## config.mk

```make
export PLATFORM = sky130hd
export DESIGN_NAME = mem_port_arbiter
export DESIGN_NICKNAME = d
export VERILOG_FILES = /design/src/rtl/mem_port_arbiter.sv
export SDC_FILE = /design/constraint.sdc
export NUM_CORES = 1
export LEC_CHECK = 0
export CAP_MARGIN = 40
export CORE_ASPECT_RATIO = 0.6
export CORE_MARGIN = 5
export CORE_UTILIZATION = 41
export DETAILED_ROUTE_END_ITERATION = 8
export GPL_TIMING_DRIVEN = 0
export PLACE_DENSITY = 0.82
export SLEW_MARGIN = 10
export SYNTH_ARGS = -nofsm -noshare
export SYNTH_HDL_FRONTEND = slang
export SYNTH_SLANG_ARGS = --single-unit
```

## constraint.sdc

```tcl
create_clock -name W_clk -period 1.91 [get_ports W_clk]
set_input_delay 0.2865 -clock W_clk [delete_from_list [all_inputs] [get_ports W_clk]]
set_output_delay 0.2865 -clock W_clk [all_outputs]
set_load 0.03 [all_outputs]
```

## src/rtl/mem_port_arbiter.sv

```systemverilog
// ---------------------------------------------------------------------------
// mem_port_arbiter
//
// Shares one external memory bus between the instruction-fetch (IF) and
// data-memory (MEM) pipeline stages. MEM has fixed priority over IF. A winning
// request is registered onto the bus command outputs. Completion returns read
// data plus a one-cycle ready pulse to the owner. The pipeline stall stays high
// while any request is outstanding.
//
// Ports
//   W_clk, W_rst_n          clock (rising edge), async active-low reset
//   W_if_req/addr/flush     IF read request (level), address, result discard
//   W_if_rdata/ready        IF read data (registered), one-cycle done pulse
//   W_mem_req/we/be/addr/wdata
//                           MEM request (level) and its command
//   W_mem_rdata/ready       MEM read data (registered), one-cycle done pulse
//   W_bus_req/sel           bus request, bus-mux select (0 = IF, 1 = MEM)
//   W_bus_we/be/addr/wdata  registered bus command, stable while W_bus_req
//   W_bus_ack, W_bus_rdata  slave completion and read data (same cycle)
//   W_stall                 combinational pipeline stall
// ---------------------------------------------------------------------------
module mem_port_arbiter #(
   parameter int unsigned ADDR_W = 32,
   parameter int unsigned DATA_W = 32
) (
   input  logic                  W_clk,
   input  logic                  W_rst_n,
   // instruction-fetch port
   input  logic                  W_if_req,
   input  logic [ADDR_W-1:0]     W_if_addr,
   input  logic                  W_if_flush,
   output logic [DATA_W-1:0]     W_if_rdata,
   output logic                  W_if_ready,
   // data-memory port
   input  logic                  W_mem_req,
   input  logic                  W_mem_we,
   input  logic [DATA_W/8-1:0]   W_mem_be,
   input  logic [ADDR_W-1:0]     W_mem_addr,
   input  logic [DATA_W-1:0]     W_mem_wdata,
   output logic [DATA_W-1:0]     W_mem_rdata,
   output logic                  W_mem_ready,
   // external bus
   output logic                  W_bus_req,
   output logic                  W_bus_sel,
   output logic                  W_bus_we,
   output logic [DATA_W/8-1:0]   W_bus_be,
   output logic [ADDR_W-1:0]     W_bus_addr,
   output logic [DATA_W-1:0]     W_bus_wdata,
   input  logic                  W_bus_ack,
   input  logic [DATA_W-1:0]     W_bus_rdata,
   // pipeline
   output logic                  W_stall
);

   localparam int unsigned BE_W = DATA_W / 8;

   localparam logic [1:0] IDLE    = 2'd0;
   localparam logic [1:0] GNT_IF  = 2'd1;
   localparam logic [1:0] GNT_MEM = 2'd2;

   // Registered bus command payload
   typedef struct packed {
      logic              we;
      logic [BE_W-1:0]   be;
      logic [ADDR_W-1:0] addr;
      logic [DATA_W-1:0] wdata;
   } bus_cmd_t;

   logic [1:0]        state_q,     state_nxt;
   logic              bus_req_q,   bus_req_nxt;
   logic              bus_sel_q,   bus_sel_nxt;
   bus_cmd_t          cmd_q,       cmd_nxt;
   logic [DATA_W-1:0] if_rdata_q,  if_rdata_nxt;
   logic              if_ready_q,  if_ready_nxt;
   logic [DATA_W-1:0] mem_rdata_q, mem_rdata_nxt;
   logic              mem_ready_q, mem_ready_nxt;
   logic              drop_q,      drop_nxt;

   // A requester is masked in its own ready cycle, where it may still hold req
   logic if_req_live;
   logic mem_req_live;
   logic if_discard;

   assign if_req_live  = W_if_req  & ~if_ready_q;
   assign mem_req_live = W_mem_req & ~mem_ready_q;

   // Flush seen earlier in the grant, or in the ack cycle itself
   assign if_discard   = drop_q | W_if_flush;

   // State register and all registered outputs
   always_ff @(posedge W_clk or negedge W_rst_n) begin
      if (!W_rst_n) begin
         state_q     <= IDLE;
         bus_req_q   <= 1'b0;
         bus_sel_q   <= 1'b0;
         cmd_q       <= '0;
         if_rdata_q  <= '0;
         if_ready_q  <= 1'b0;
         mem_rdata_q <= '0;
         mem_ready_q <= 1'b0;
         drop_q      <= 1'b0;
      end else begin
         state_q     <= state_nxt;
         bus_req_q   <= bus_req_nxt;
         bus_sel_q   <= bus_sel_nxt;
         cmd_q       <= cmd_nxt;
         if_rdata_q  <= if_rdata_nxt;
         if_ready_q  <= if_ready_nxt;
         mem_rdata_q <= mem_rdata_nxt;
         mem_ready_q <= mem_ready_nxt;
         drop_q      <= drop_nxt;
      end
   end

   // Next-state and next-output logic
   always_comb begin
      state_nxt     = state_q;
      bus_req_nxt   = bus_req_q;
      bus_sel_nxt   = bus_sel_q;
      cmd_nxt       = cmd_q;
      if_rdata_nxt  = if_rdata_q;
      if_ready_nxt  = 1'b0;
      mem_rdata_nxt = mem_rdata_q;
      mem_ready_nxt = 1'b0;
      drop_nxt      = drop_q;

      case (state_q)
         IDLE: begin
            drop_nxt = 1'b0;
            if (mem_req_live) begin
               state_nxt     = GNT_MEM;
               bus_req_nxt   = 1'b1;
               bus_sel_nxt   = 1'b1;
               cmd_nxt.we    = W_mem_we;
               cmd_nxt.be    = W_mem_be;
               cmd_nxt.addr  = W_mem_addr;
               cmd_nxt.wdata = W_mem_wdata;
            end else if (if_req_live) begin
               state_nxt     = GNT_IF;
               bus_req_nxt   = 1'b1;
               bus_sel_nxt   = 1'b0;
               cmd_nxt.we    = 1'b0;
               cmd_nxt.be    = '1;
               cmd_nxt.addr  = W_if_addr;
               cmd_nxt.wdata = '0;
            end
         end

         GNT_IF: begin
            if (W_if_flush) begin
               drop_nxt = 1'b1;
            end
            if (W_bus_ack) begin
               state_nxt   = IDLE;
               bus_req_nxt = 1'b0;
               drop_nxt    = 1'b0;
               if (!if_discard) begin
                  if_rdata_nxt = W_bus_rdata;
                  if_ready_nxt = 1'b1;
               end
            end
         end

         GNT_MEM: begin
            // Write completions also capture the bus data; the core ignores it
            if (W_bus_ack) begin
               state_nxt     = IDLE;
               bus_req_nxt   = 1'b0;
               mem_rdata_nxt = W_bus_rdata;
               mem_ready_nxt = 1'b1;
            end
         end

         default: begin
            state_nxt   = IDLE;
            bus_req_nxt = 1'b0;
            drop_nxt    = 1'b0;
         end
      endcase
   end

   assign W_bus_req   = bus_req_q;
   assign W_bus_sel   = bus_sel_q;
   assign W_bus_we    = cmd_q.we;
   assign W_bus_be    = cmd_q.be;
   assign W_bus_addr  = cmd_q.addr;
   assign W_bus_wdata = cmd_q.wdata;
   assign W_if_rdata  = if_rdata_q;
   assign W_if_ready  = if_ready_q;
   assign W_mem_rdata = mem_rdata_q;
   assign W_mem_ready = mem_ready_q;

   // Only combinational output
   assign W_stall = (W_if_req & ~if_ready_q) | (W_mem_req & ~mem_ready_q);

endmodule
```

## Word-level counts from Yosys, hierarchy flattened

Cells that the tools add are included.

| word-level totals | value |
|---|---|
| input port bits | 139 |
| ROM bits | 0 |
| memory bits (writable) | 0 |
| output and inout bits | 138 |
| bits in latches | 0 |
| memories kept | 0 |
| logic and storage cells | 53 |
| register bits | 140 |

| cells by class | value |
|---|---|
| $add $sub $neg | 0 |
| bitwise logic cells | 8 |
| order comparisons | 0 |
| div/mod/pow operators | 0 |
| shift operators | 0 |
| multiply operators | 0 |
| eq/ne operators | 5 |
| mux-type cells | 20 |
| reduce and logical (&&, ||, !) cells | 8 |

Operator list:

| kind | number |
|---|---|
| $mux W69 | 2 |
| $mux W1 | 12 |
| $reduce_and A2 Y1 | 4 |
| $mux W2 | 3 |
| $ne A3 B3 Y1 const B | 2 |
| $not A1 Y1 | 4 |
| $pmux W1 S2 | 2 |
| $pmux W2 S2 | 1 |
| $reduce_and A3 Y1 | 1 |
| $and A1 B1 Y1 | 2 |
| $eq A2 B1 Y1 const B | 1 |
| $eq A2 B2 Y1 const B | 1 |
| $logic_not A2 Y1 | 1 |
| $ne A2 B1 Y1 const B | 1 |
| $or A1 B1 Y1 | 2 |
| $reduce_bool A2 Y1 | 1 |
| $reduce_or A2 Y1 | 1 |

## Depth between registers and ports, before layout

Gate-level depths: netlist (run 1).

| depth | value |
|---|---|
| depth after elaboration | 5 |
| mapped depth | 6 |

## Worst setup path before layout (run 1)

No wires, ideal clock.

| timing | value |
|---|---|
| path kind | register to register |
| from | register mem_ready_q (netlist: W_mem_ready) |
| to | register cmd_q (netlist bit W_bus_addr[10]) |
| data required time | 1.785 ns |
| arrival time | 1.539 ns |
| setup time | 0.125 ns |
| setup slack | 0.245 ns |
| cell stages (with the launch flop) | 7 |
| period minus slack after synthesis | 1.665 ns |
| cells stage by stage | dfrtp_1 > nand2b_4 > buf_6 > a21boi_2 > buf_4 > buf_6 > mux2_4 |

| between the ends | value |
|---|---|
| cells in the longest elaborated chain, start to end | 4 |
| elaborated cells between the ends (all ways) | 5 |

RTL lines:

| what | line | text |
|---|---|---|
| start: declaration | 76 | `logic mem_ready_q, mem_ready_nxt;` |
| start signal: assignment | 110 | `mem_ready_q <= mem_ready_nxt;` |
| $not A1 Y1 * | 85 | `assign mem_req_live = W_mem_req & ~mem_ready_q;` |
| $and A1 B1 Y1 * | 85 |  |
| $reduce_bool A2 Y1 (no source line) | -- |  |
| $reduce_and A2 Y1 (no source line) | -- |  |
| end signal: assignment | 106 | `cmd_q <= cmd_nxt;` |
| end: declaration | 72 | `bus_cmd_t cmd_q, cmd_nxt;` |

Every way passes the cells marked *; elsewhere a longest branch is shown, timed or not.
A chain may end at the register's enable or synchronous reset.

## Worst setup path after layout (run 1)

| timing | value |
|---|---|
| from | register state_q[1] |
| to | register if_rdata_q[25] (netlist: W_if_rdata[25]) |

| between the ends | value |
|---|---|
| cells in the longest elaborated chain, start to end | 2 |

RTL lines:

| what | line | text |
|---|---|---|
| start: declaration | 69 | `logic [1:0] state_q, state_nxt;` |
| start signal: assignment | 103 | `state_q <= state_nxt;` |
| $eq A2 B1 Y1 | 127 | `case (state_q)` |
| $reduce_and A3 Y1 (no source line) | -- |  |
| end signal: assignment | 107 | `if_rdata_q <= if_rdata_nxt;` |
| end: declaration | 73 | `logic [DATA_W-1:0] if_rdata_q, if_rdata_nxt;` |

Every way passes these cells.

==> out/metrics.yaml, run 1 <==
ir_worst_vdd_uv: 1216
portBuffers: 276
cp_cell_sequence: "inv_1, ha_1, nor4bb_1, buf_4, buf_4, mux2_2"
synthSimpleGateAreaFrac_pct: 1.260
layout_common_cells: "clkdlybuf4s50_1, dfrtp_1, mux2_2, mux2_4, a22o_1"
clkSinkCount: 140
ioPinCount: 277
startpoint_type: "flop"
stdcell_area_sq_um: 9517
synth_fa_ha_area_share_pct: 0.6408
internal_power_mw: 11.09
p_clk_share_pct: 18.7
cts_buffers: 17
syn_area_sq_um: 5858
slew_headroom_pct: 54.67
fin_total_pwr_mw: 18.29
final_common_cell: "clkdlybuf4s50_1"
clkLatencyLatePin_ps: 410
wl_met2_um: 8369
synth_nets: 499
ys_warn_count: 0
outcome: "finished clean"
drive_gt1_share_pct: 28.19
cp_slowest_cell: "dfrtp_1"
final_antenna_net_count: 0
synth_compound_area_share_pct: 6.792
crit_path_max_fanout: 10
hold_viol: 0
critical_path_class: "flop to flop"
clock_path_buffers: 2
crit_required_ps: 2190
synth_xor_area_share_pct: 0
wl_per_cell_um: 20.22
place_inst: 826
dieArea_sq_um: 16860
cts_root_buf: "clkbuf_16"
combPwrFrac_pct: 52.3
crit_top_cell: "buf_4"
fp.coreArea_sq_um: 13830
drt_wl_total_um: 17370
grt_use_total_pct: 20.57
cp.depth: 6
grt-ovfl-total: 0
dpl.hpwl_um: 13180
hp-class: "primary input to asynchronous set/reset pin"
grt_max_degree: 74
tightestPinTransition_ps: 680.0
rows: 33
n_antenna_cell: 0
die_x_um: 164.3
initial_utilization_pct: 42.35
seqPwrFrac_pct: 29.0
drt_iter0_drc: 130
cts.clk_slew.worst_paths_ps: 60
wl_met3_um: 1950
vias: 4143
finalNonFillerCells: 859
area.growth.synth_to_final_pct: 62.45
place_area_sq_um: 8890
clock.fmax_mhz: 546.3
grt_pass1_vias: 4641
p_per_area_nw_per_um2: 1921
drv_cap: 0
dr.pass1.iters: 4
end_kind: "flop"
setup-tns-final_ps: 0
p_leak_nw: 4.156
drv_slew: 0
syn_inst: 357
crit_family: "buffers and inverters"
post-route-min-period_ps: 1831
antenna_found_initial: 0
cts_tree: "done"
path_buf_inv: 3
synthMuxAreaShare_pct: 28.06
syn-mean-instance-area_sq_um: 16.41
h-tree-depth: 4
critPathArrivalTime_ps: 2110
synth-seq-area-share_pct: 59.80
via_per_inst: 4.823
ys_types: 24
drt-met1-wl_um: 6946
setup_violations: 0
top_layer: "met4"
gp_congestion: 0.8603
finalClockSkew_ps: 11.40
utilization_pct: 68.80
synth_top_family_by_area: "multiplexers"
fin_nets: 796
min_period_over_period_pct: 95.84
critPathMaxStageDelay_ps: 380
grt_pass1_wl_um: 26400
drc: 0
die_h_um: 102.6
num-fill-cells: 965
p_switching_mw: 7.194
worst_r2r_path_depth: 6
p_sw_share_pct: 39.34
rsz0062_at_grt: "true"
ys_ff_latch: 140
registers in the layout, indices dropped and copies added, names as in the netlist:
register,flops
W_mem_ready,1
W_mem_rdata,32
state_q,2
W_bus_wdata,32
W_bus_sel,1
W_bus_req,1
W_bus_addr,32
W_bus_we,1
W_bus_be,4
W_if_ready,1
W_if_rdata,32
drop_q,1
routing by layer:
layer | track usage [%] | up-vias
met5 | 0 | -
li1 | - | 1890
met4 | 3.995 | 0
met3 | 10.31 | 10
met1 | 24.43 | 2073
met2 | 34.40 | 170
synth_stat cells:
cell,n,area share [%]
a21bo_1,1,0.17
o22a_1,5,0.75
nand2b_1,2,0.21
and2_1,1,0.11
buf_2,8,0.68
buf_6,10,1.9
clkbuf_1,1,0.064
mux2_4,54,14
o22ai_1,1,0.11
a21boi_2,1,0.19
inv_1,4,0.26
nand2b_4,1,0.23
dfrtp_1,140,60
nand2_1,3,0.19
buf_4,4,0.51
and2b_1,1,0.13
a21oi_1,5,0.43
a22o_1,33,4.9
nor2b_1,2,0.21
nor4bb_1,1,0.17
ha_1,3,0.64
o21ai_0,1,0.085
a21o_1,1,0.13
mux2_2,74,14
worst reg2reg max path: cells and delay by family, from the launching register on:
family	cells	cell delay (ps)
adder cells (fa/ha/maj)	1	180
flip-flops	1	380
AND/OR/NAND/NOR	1	280
buffers and inverters	3	510
multiplexers	1	360
path summary, 6_finish.rpt:
kind / from / to / slack [ps]
max in group asynchronous: W_rst_n / W_mem_rdata[31] / 670
worst max-delay path: state_q[1] / W_if_rdata[25] / 80
worst min register to register: W_bus_sel / W_bus_sel / 480
min in group W_clk: W_mem_wdata[21] / W_bus_wdata[21] / 470
worst max register to register: state_q[1] / W_if_rdata[25] / 80
worst min-delay path: W_rst_n / W_if_rdata[22] / 460
metrics by stage:
step	setup slack, ps	hold WS, ps
final	79.43	464.3
after global routing	5.855	452.9
after CTS	28.16	451.7
after detailed placement	-299.9	335.3
after global placement	-4756	462.6
after floorplan	245.4	-9.091
cell type report:
cell class                      instances  area [sq um]  area share (%)
Sequential cell                       140          3503           36.81
Timing Repair Buffer                  280          2816           29.60
Multi-Input combinational cell        190          2156           22.65
Clock buffer                           18         429.2           4.510
Tap cell                              192         240.2           2.524
Clock inverter                         14         180.2           1.893
Buffer                                 21         176.4           1.854
Inverter                                4         15.01          0.1578
power by group through the flow:
stage	combinational (mW)	sequential (mW)	clock, mW
finish	9.57	5.30	3.42
global route	10.0	5.48	3.63
CTS	9.65	5.30	3.50
detailed placement	9.61	5.32	0
global placement	9.46	5.21	0
floorplan	2.68	8.08	0
what timing repair did:
action                                  CTS  global route
endpoints found under the hold margin    67             0
endpoints found under the setup margin    1            46
hold buffers                              1             0
cloned                                    0             0
resized for setup                         4             4
setup buffers                             0             2
cells by family after synthesis:
logic type      count (synthesis)
compound gates                 48
fa+ha+maj                       3
buf+inv                        27
flops                         140
mux                           128
simple gates                   11
Note: power is estimated with default switching activity, not from simulation.
==> run 2: changes to the inputs <==
--- a/config.mk
+++ b/config.mk
@@ -10,9 +10,10 @@
 export CORE_MARGIN = 5
 export CORE_UTILIZATION = 41
 export DETAILED_ROUTE_END_ITERATION = 8
-export GPL_TIMING_DRIVEN = 0
+export GPL_TIMING_DRIVEN = 1
 export PLACE_DENSITY = 0.82
 export SLEW_MARGIN = 10
 export SYNTH_ARGS = -nofsm -noshare
 export SYNTH_HDL_FRONTEND = slang
 export SYNTH_SLANG_ARGS = --single-unit
+export TNS_END_PERCENT = 50
==> run 2 against run 1 <==
- first-iteration DRC count up 16%
- via count is essentially flat
- design area grew 0.29%
- sequential share of layout area down 0.11 points
- critical endpoint is now W_stall
- clock-buffer cell count up 1
- core utilization rose by 0.20 points
- fmax increased by 2.8%
- routed wire length grew 0.29%
- largest cell class unchanged
- clock skew barely moved
- register-to-register slack gained 60 ps
- critical path type is now flop to primary output
==> out/metrics.yaml, run 2 (synthesis results as in run 1) <==
outcome: "finished clean"
p_per_area_nw_per_um2: 1926  # +0.26%
final_antenna_net_count: 0  # unchanged
end_kind: "primary output"
drv_slew: 0  # unchanged
min_period_over_period_pct: 93.27  # -2.6 points
h-tree-depth: 4  # unchanged
fin_nets: 788  # -1.0%
clkSinkCount: 140  # unchanged
antenna_found_initial: 0  # unchanged
vias: 4139  # -0.097%
grt_use_total_pct: 20.58  # about the same
dr.pass1.iters: 4  # unchanged
hold_viol: 0  # unchanged
regToRegStartpoint: "state_q[1]"
drt-met1-wl_um: 6675  # -3.9%
hp-class: "primary input to asynchronous set/reset pin"
grt_pass1_vias: 4755  # +2.5%
layout_common_cells: "clkdlybuf4s50_1, dfrtp_1, mux2_2, mux2_4, a22o_1"
num-fill-cells: 982  # +1.8%
wl_met2_um: 8557  # +2.2%
drt_iter0_drc: 151  # +16%
grt-ovfl-total: 0  # unchanged
finalClockSkew_ps: 11.52  # +0.1188 ps
startpoint_type: "flop"
critPathArrivalTime_ps: 1490  # -620 ps
crit_path_max_fanout: 32  # +22
utilization_pct: 69.00  # +0.20 points
drt_wl_total_um: 17420  # +0.29%
ir_worst_vdd_uv: 1149  # -5.5%
portBuffers: 276  # unchanged
worst_r2r_path_depth: 5  # -1
clock_path_buffers: 2  # unchanged
setup-tns-final_ps: 0  # unchanged
drc: 0  # unchanged
wl_per_cell_um: 20.47  # +1.2%
cts_tree: "done"
reg2reg_slack_ps: 140  # +60 ps
post-route-min-period_ps: 1781  # -49.17 ps
fp.coreArea_sq_um: 13830  # unchanged
grt_max_degree: 70  # -5.4%
reg2reg_to: "W_if_rdata[23]"
cts_root_buf: "clkbuf_16"
dieArea_sq_um: 16860  # unchanged
die_h_um: 102.6  # unchanged
wl_met3_um: 2012  # +3.2%
crit_required_ps: 1620  # -570 ps
top_layer: "met4"
tightestPinTransition_ps: 418.1  # -261.9 ps
postCtsSetupBuffers: 0  # unchanged
die_x_um: 164.3  # unchanged
critical_path_class: "flop to primary output"
p_leak_nw: 4.158  # about the same
rsz0062_at_grt: "false"
cts_buffers: 17  # unchanged
setup_violations: 0  # unchanged
dpl.hpwl_um: 13340  # +1.2%
grt_pass1_wl_um: 26680  # +1.1%
initial_utilization_pct: 42.35  # unchanged
final_common_cell: "clkdlybuf4s50_1"
via_per_inst: 4.864  # +0.84%
gp_congestion: 0.8217  # -4.5%
drive_gt1_share_pct: 27.62  # -0.57 points
cts.clk_slew.worst_paths_ps: 60  # about the same
drv_cap: 0  # unchanged
slew_headroom_pct: 72.07  # +17 points
clock.fmax_mhz: 561.4  # +2.8%
n_antenna_cell: 0  # unchanged
area.growth.synth_to_final_pct: 62.92
ioPinCount: 277  # unchanged
rows: 33  # unchanged
clkLatencyLatePin_ps: 400  # about the same
## run 2: cell count changes in the layout (fill, tap and decap cells not counted), moves of 2 or more
cell      delta
buf_12       +7
buf_2        -6
buf_4        +3
buf_6        -9
clkbuf_8     +2
inv_6        -2
## run 2: stage by stage
stage                     setup slack, ps  instances  power, mW  hold slack (ps)  area (sq um)
final                               128.6        851      18.39            306.5          9544
after global routing                29.86        851      19.23            316.8          9544
after CTS                           85.05        851      18.58            283.4          9542
after detailed placement            9.717        818      14.97            162.4          8904
after global placement              25.41        818      14.68            155.9          8904
after floorplan                     245.4        357      10.77           -9.091          5858
## run 2: worst max path at each step
stage                            from        endpoint
after floorplan           W_mem_ready  W_bus_addr[10]
after global placement     W_if_flush  W_if_rdata[29]
final                     W_mem_ready         W_stall
after detailed placement   W_if_flush  W_if_rdata[26]
after CTS                  state_q[0]   W_bus_addr[3]
after global routing       state_q[1]   W_if_rdata[3]
## run 2: power breakdown
part | internal [mW] | switching, mW
clock | 2.16 | 1.33
combinational | 4.60 | 5.01
sequential | 4.45 | 0.848
total | 11.2 | 7.19
## run 2: metal layers
metal  up-vias  GRT usage, %
met1      2062         23.63
met4         0         5.090
met2       186         35.06
met5         -             0
met3        17         10.03
li1       1874             -
## run 2: layout make-up
type	instances	area [sq um]	area share (%)
sequential	140	3503	36.71
timing repair buffer	293	2979	31.21
multi-input combinational	190	2178	22.82
clock buffer	19	452.9	4.746
tap	192	240.2	2.517
clock inverter	13	175.2	1.835
inverter	4	15.01	0.1573
## run 2: worst max-delay path, cell delays in order, from the launching register on
cell and delay, ps:
dfrtp_1 400, nand2b_4 180, buf_12 240, nand2_1 90, buf_4 180
## run 2: repair_timing
item                       4_1_cts  5_1_grt
hold buffers                     1        0
gates resized for setup          0        1
hold endpoints to repair        23        0
setup endpoints to repair        0        2
==> run 3: changes to the inputs <==
==> constraint.sdc (replaced) <==
create_clock -name W_clk -period 1.9 [get_ports W_clk]
set_input_delay 0.285 -clock W_clk [delete_from_list [all_inputs] [get_ports W_clk]]
set_output_delay 0.285 -clock W_clk [all_outputs]
set_load 0.03 [all_outputs]
==> run 3 against run 2 <==
- final cell count fell by 0.12%
- via count is essentially flat
- worst setup slack got worse by 8.6 ps
- critical path type unchanged
- first-iteration DRC count increased by 4.0%
- largest cell class unchanged
- global-route usage shrank 0.29 points
- critical endpoint is now W_mem_ready
==> out/metrics.yaml, run 3 (synthesis results as in run 1) <==
dpl.hpwl_um: 13090  # -1.9%
drive_gt1_share_pct: 27.36  # -0.26 points
internal_power_mw: 11.08  # -1.0%
startpoint_type: "flop"
cp_slowest_cell: "clkdlybuf4s50_1"
hold_viol: 0  # unchanged
rsz0062_at_grt: "false"
antenna_found_initial: 0  # unchanged
path_buf_inv: 1  # -1
p_switching_mw: 7.177  # -0.17%
p_clk_share_pct: 18.2  # -0.8 points
crit_required_ps: 1620  # about the same
hp-class: "primary input to asynchronous set/reset pin"
timing.hold.ws_ps: 252.2  # -54.21 ps
p_sw_share_pct: 39.31  # +0.21 points
ir_worst_vdd_uv: 1078  # -6.2%
cts.clk_slew.worst_paths_ps: 60  # about the same
dr.pass1.iters: 4  # unchanged
cts_tree: "done"
slew_headroom_pct: 73.48  # +1.4 points
critPathMaxStageDelay_ps: 690  # +290 ps
dieArea_sq_um: 16860  # unchanged
clock.fmax_mhz: 561.8
clkSinkCount: 140  # unchanged
combPwrFrac_pct: 52.6  # +0.4 points
place_area_sq_um: 8904  # unchanged
clock_path_buffers: 2  # unchanged
drc: 0  # unchanged
grt_max_degree: 70  # unchanged
final_common_cell: "clkdlybuf4s50_1"
gp_congestion: 0.8199  # -0.22%
p_per_area_nw_per_um2: 1920  # -0.32%
crit_family: "buffers and inverters"
finalClockSkew_ps: 12.10  # +0.5786 ps
critical_path_class: "flop to primary output"
end_kind: "primary output"
rows: 33  # unchanged
grt_use_total_pct: 20.29  # -0.29 points
utilization_pct: 68.74  # -0.26 points
area.growth.synth_to_final_pct: 62.30
h-tree-depth: 4  # unchanged
layout_common_cells: "clkdlybuf4s50_1, dfrtp_1, mux2_2, mux2_4, a22o_1"
fin_nets: 788  # unchanged
clkLatencyLatePin_ps: 400  # about the same
drt_wl_total_um: 17010  # -2.4%
min_period_over_period_pct: 93.68
via_per_inst: 4.874  # +0.21%
initial_utilization_pct: 42.35  # unchanged
drt_iter0_drc: 157  # +4.0%
outcome: "finished clean"
critPathArrivalTime_ps: 1490  # about the same
ioPinCount: 277  # unchanged
post-route-min-period_ps: 1780
portBuffers: 276  # unchanged
reg2reg_slack_ps: 120  # -20 ps
final_antenna_net_count: 0  # unchanged
setup_violations: 0  # unchanged
crit_path_max_fanout: 3  # -91%
grt_pass1_wl_um: 26370  # -1.2%
grt_pass1_vias: 4662  # -2.0%
vias: 4143  # +0.097%
n_antenna_cell: 0  # unchanged
die_h_um: 102.6  # unchanged
cts_root_buf: "clkbuf_16"
tightestPinTransition_ps: 396.6  # -21.51 ps
die_x_um: 164.3  # unchanged
cts_buffers: 17  # unchanged
fp.coreArea_sq_um: 13830  # unchanged
p_leak_nw: 4.146  # -0.28%
drv_slew: 0  # unchanged
seqPwrFrac_pct: 29.1  # +0.3 points
ctsResizeCount: 0  # unchanged
grt-ovfl-total: 0  # unchanged
cp_cell_sequence: "clkdlybuf4s50_1"
drv_cap: 0  # unchanged
wl_per_cell_um: 20.01  # -2.3%
stdcell_area_sq_um: 9508  # -0.38%
[run 3: changes by cell type in the layout (fill, tap and decap cells not counted)]
cell	change
bufinv_16	-1
ha_2	-1
clkinvlp_4	-1
clkinv_4	+1
ha_1	+1
inv_6	+1
clkbuf_8	-1
[run 3: final timing paths]
| kind | startpoint | end | cells past startpoint |
|---|---|---|---|
| worst max-delay path | W_mem_ready | W_mem_ready | 1 |
| worst min-delay path | W_rst_n | W_if_rdata[22] | 2 |
| worst max register to register | state_q[1] | W_if_rdata[27] | 5 |
| worst min register to register | W_bus_sel | W_bus_sel | 1 |
| max in group asynchronous | W_rst_n | W_bus_wdata[10] | 3 |
| min in group W_clk | W_bus_sel | W_bus_sel | 1 |
[run 3: layout make-up]
cell class,count,area (sq um)
fillers,971,4324
flip-flops and latches,140,3503
repair buffers,293,2979
multi-input cells,190,2176
clock buffers,18,439.2
well taps,192,240.2
clock inverters,13,155.1
inverters,4,15.01
[run 3: power groups by stage]
stage | logic, mW | registers (mW) | clock network, mW
CTS | 9.73 | 5.34 | 3.42
finish | 9.61 | 5.32 | 3.33
floorplan | 2.70 | 8.13 | 0
detailed placement | 9.69 | 5.35 | 0
global route | 10.1 | 5.51 | 3.55
global placement | 9.52 | 5.24 | 0
[run 3: metrics by stage]
stage / worst slack (ps) / TNS [ps] / instances / power (mW)
5_1_grt: 7.790 / 0 / 850 / 19.13
3_3_place_gp: 24.89 / 0 / 818 / 14.75
6_report: 120.0 / 0 / 850 / 18.26
3_5_place_dp: -6.875 / -6.875 / 818 / 15.04
4_1_cts: 90.30 / 0 / 850 / 18.48
2_1_floorplan: 235.4 / 0 / 357 / 10.82
[run 3: layer usage]
metal	wire [um]	part of all wire [%]	track usage, %	up-vias
met4	272	1.6	6.186	0
li1	-	-	-	1882
met5	0	0	0	-
met3	1949	11	9.748	19
met2	8123	48	33.58	168
met1	6663	39	23.72	2074
[run 3: repair_timing]
action	4_1_cts	5_1_grt
setup buffers	0	0
setup endpoints to repair	0	0
hold buffers	1	0
hold endpoints to repair	140	0
